### config.mk
export PLATFORM = sky130hd
export DESIGN_NAME = itc_fifo
export DESIGN_NICKNAME = d
export VERILOG_FILES = /design/src/rtl/itc_pkg.sv /design/src/rtl/itc_fifo.sv
export SDC_FILE = /design/constraint.sdc
export NUM_CORES = 1
export LEC_CHECK = 0
export ABC_AREA = 1
export BUFFER_PORTS_ARGS = -buffer_cell sky130_fd_sc_hd__buf_2
export CAP_MARGIN = 10
export CORE_MARGIN = 1.5
export CORE_UTILIZATION = 45
export CTS_CLUSTER_SIZE = 30
export DETAILED_ROUTE_END_ITERATION = 8
export GPL_ROUTABILITY_DRIVEN = 0
export PLACE_DENSITY = 0.61
export SYNTH_ARGS = -nofsm -noshare
export SYNTH_HDL_FRONTEND = slang
export SYNTH_SLANG_ARGS = --single-unit
### constraint.sdc
create_clock -name clk -period 3.5 [get_ports clk]
set_input_delay 0 -clock clk [delete_from_list [all_inputs] [get_ports clk]]
set_output_delay 0 -clock clk [all_outputs]
set_load 0.1 [all_outputs]
### src/rtl/itc_pkg.sv
// Shared types for the I-type commit checker: opcode, funct3 encoding,
// queued instruction entry and error codes.
package itc_pkg;

    localparam logic [6:0] OPC_OP_IMM = 7'b0010011;

    typedef enum logic [2:0] {
        F3_ADDI  = 3'd0,
        F3_SLLI  = 3'd1,
        F3_SLTI  = 3'd2,
        F3_SLTIU = 3'd3,
        F3_XORI  = 3'd4,
        F3_SRXI  = 3'd5,
        F3_ORI   = 3'd6,
        F3_ANDI  = 3'd7
    } funct3_t;

    typedef struct packed {
        logic [4:0]  rd;
        logic [4:0]  rs1;
        funct3_t     funct3;
        logic [11:0] imm;
    } itc_entry_t;

    typedef enum logic [1:0] {
        ERR_NONE      = 2'd0,
        ERR_DATA      = 2'd1,
        ERR_RD        = 2'd2,
        ERR_UNDERFLOW = 2'd3
    } err_code_t;

endpackage

### src/rtl/itc_fifo.sv
// In-flight instruction queue: synchronous FIFO of itc_entry_t using
// wrap-around pointers with one extra bit to tell full from empty.
module itc_fifo
    import itc_pkg::*;
#(
    parameter int DEPTH = 8
) (
    input  logic                   clk,
    input  logic                   reset_n,
    input  logic                   i_push,
    input  itc_entry_t             i_pushData,
    input  logic                   i_pop,
    output itc_entry_t             o_head,
    output logic                   o_full,
    output logic                   o_empty,
    output logic [$clog2(DEPTH):0] o_count
);

    localparam int AW = $clog2(DEPTH);

    itc_entry_t      r_mem [DEPTH];
    logic [AW:0]     r_wptr;
    logic [AW:0]     r_rptr;
    logic            w_doPush;
    logic            w_doPop;

    assign o_count  = r_wptr - r_rptr;
    assign o_full   = (o_count == (AW+1)'(DEPTH));
    assign o_empty  = (r_wptr == r_rptr);
    assign o_head   = r_mem[r_rptr[AW-1:0]];
    assign w_doPush = i_push && !o_full;
    assign w_doPop  = i_pop && !o_empty;

    always_ff @(posedge clk or negedge reset_n) begin
        if (!reset_n) begin
            r_wptr <= '0;
            r_rptr <= '0;
        end else begin
            if (w_doPush) r_wptr <= r_wptr + 1'b1;
            if (w_doPop)  r_rptr <= r_rptr + 1'b1;
        end
    end

    // Storage is not reset; only the pointers define which entries are live.
    always_ff @(posedge clk) begin
        if (w_doPush) r_mem[r_wptr[AW-1:0]] <= i_pushData;
    end

endmodule

==> results.cfg <==
[timing]
finalCritPeriodShare_pct = 91.75
slew_viol_final = 0
worst_pin_slew_ps = 1151
layout_min_cycle_time_ps = 3211
setup_slack_ps = 288.9
fmax_mhz = 311.4
slew_headroom_pct = 23.21
holdWs_ps = 316.9
rsz0062_at_grt = no
hold_violations = 0
finalSetupViolations = 0
clock_skew_ps = 5.495

[flow_run]
cap_violations = 0

[floorplan]
die_h_um = 138.6
core_area_mm2 = 0.01802
num_rows = 49
die_area_mm2 = 0.01922
ioPinCount = 60
initial_core_util_pct = 45.93
die_x_um = 138.6

[place]
dp.cells = 920
port_buffers = 59
hpwl_um = 10100
dp_slack_ps = 185.4

[routing]
vias = 5355
wl_per_cell_um = 18.53
drc = 0
drtPass1Iterations = 5
routed_wirelength_um = 18330
drt-initial-drc-count = 441
final_antenna_net_count = 0
viasPerCell = 5.415

[worst_setup_path]
reg2reg_depth = 10
crit_fanout = 13
r2r_setup_slack_ps = 290
critical_path_class = reg -> reg
worstPathRequired_ps = 3680
cp-start-kind = flop
arrival_ps = 3390
worst_r2r_startpoint = r_wptr[0]$_DFFE_PN0P_
r2r-end = r_mem[0][3]$_DFFE_PP_
crit_path_end_kind = flop

[finish]
fin_nets = 779
num_antenna_cells = 0
drive_gt1_share_pct = 15.26
fin_cells = 989
area_growth_pct = 19.87

[synthesis]
yosys-top-cells-area = edfxtp_1 (73%), o21ai_0 (6.1%), nor2_1 (5.1%)
synth_area_mm2 = 0.008279
ys_seq_area_share_pct = 74.96
avgSynthCellArea_um2 = 12.64
ys_warn_count = 0
synth_area_leader_cell = edfxtp_1
synth_cell_types = 22
syn-num-nets = 690
synthCells = 655
ys_seq_elements = 208
synth_top_cell_area_share_pct = 72.54

[cts]
clk_path_buf_depth = 3
clock-sinks = 208
numCtsBuffers = 22
cts_setup_buffers = 0
cts_root_buf = clkbuf_16
tritoncts = yes
htreeDepth = 1
clkSlewWorstSetupHoldPaths_ps = 60
clk_latency_ps = 490

[worst_hold_path]
hold_path_class = in -> reg
min_to = r_rptr[3]$_DFFE_PN0P_
hold_depth = 4
hp-start = i_pop

[global_routing]
grt_max_degree = 104
antenna_found_initial = 0
grt-ovfl-total = 0
grt_pass1_wl_um = 28620
grt_usage_pct = 18.94
grt_pass1_vias = 5380

[status]
status = completed
## registers in the layout, summed over array words and instances (netlist names)
signal / flops
r_rptr: 4
r_wptr: 4
r_mem: 200
## routing by layer
metal / track usage (%) / up-vias / routed length (µm)
li1: - / 2539 / -
met1: 24.50 / 2672 / 7948
met2: 33.31 / 121 / 9198
met3: 2.797 / 23 / 844
met4: 5.647 / 0 / 334
met5: 0 / - / 0
## worst max-delay path, cell delays in order (launching register included)
cell and delay, ps:
dfrtp_1 450, inv_1 130, ha_1 160, inv_1 60, fa_2 570, or2_0 150
nor2_1 70, nand3_2 160, nand2_4 110, nor2_2 620, buf_4 390
## cells in the mapped netlist
cell	number
buf_2	15
xnor2_1	1
xor2_1	3
edfxtp_1	200
o21ai_0	101
or2_0	1
ha_1	5
nand3_1	11
dfrtp_1	8
nand2_1	102
nand2_4	1
clkbuf_1	17
inv_1	15
o22ai_1	50
clkbuf_2	4
clkinv_1	1
nor2_1	113
inv_2	1
fa_1	1
nand3_2	1
a21oi_1	2
buf_4	2
## per-stage QoR
| step | util [%] | TNS (ps) | cell area, µm² |
|---|---|---|---|
| CTS | 55.03 | 0 | 9920 |
| global route | 55.06 | 0 | 9925 |
| detailed placement | 49.40 | 0 | 8904 |
| floorplan | - | -5926 | 8297 |
| global placement | 49.40 | 0 | 8904 |
| finish | 55.06 | 0 | 9925 |
## area by class of cell
cell class                 count  area (µm²)
inverter                      17       63.81
fill                        1554        8100
timing repair buffer         103       773.2
sequential                   208        6207
clock inverter                 9       120.1
clock buffer                  31       605.6
multi-input combinational    392        1868
tap                          229       286.5
## worst max-delay path by stage
stage / start / end
finish: r_wptr[0]$_DFFE_PN0P_ / r_mem[0][3]$_DFFE_PP_
global route: r_wptr[0]$_DFFE_PN0P_ / r_mem[0][3]$_DFFE_PP_
CTS: r_wptr[0]$_DFFE_PN0P_ / r_mem[2][3]$_DFFE_PP_
detailed placement: r_wptr[0]$_DFFE_PN0P_ / r_mem[2][4]$_DFFE_PP_
global placement: r_wptr[0]$_DFFE_PN0P_ / r_mem[2][7]$_DFFE_PP_
floorplan: r_rptr[1]$_DFFE_PN0P_ / r_mem[0][0]$_DFFE_PP_
## logic make-up after synthesis
group,share of synthesized area (%)
buffers and inverters,2.871
flip-flops,74.96
XOR/XNOR,0.4232
adder cells (fa/ha/maj),0.9974
AO/OA/AOI/OAI,10.00
AND/OR/NAND/NOR,10.75
## placed cells by master (no fill, tap or decap)
master,synthesis,routed
bufinv_16,0,3
or2_0,1,1
nor2_4,0,2
xor2_1,3,3
dfrtp_1,8,7
nor2_1,113,105
nand3_2,1,1
o22ai_1,50,50
dlygate4sd3_1,0,29
clkbuf_1,17,8
nand2_1,102,102
nand3_1,11,11
fa_2,0,1
inv_2,1,1
xnor2_1,1,1
inv_1,15,15
o21ai_0,101,101
a21oi_1,2,2
clkinv_2,0,2
buf_4,2,15
buf_2,15,54
dfrtp_2,0,1
ha_1,5,5
edfxtp_1,200,200
nor2_2,0,6
buf_12,0,5
inv_6,0,1
clkbuf_16,0,23
clkinv_1,1,4
nand2_4,1,1
## what timing repair did
| action | 4_1_cts | 5_1_grt |
|---|---|---|
| hold endpoints to repair | 216 | 0 |
| endpoints found under the setup margin | 0 | 13 |
| resized for setup | 0 | 1 |
| hold buffers | 29 | 0 |
Power is left out: the tool's default activity adds up to more than one toggle a clock period on the data nets, which glitch-free logic cannot reach.
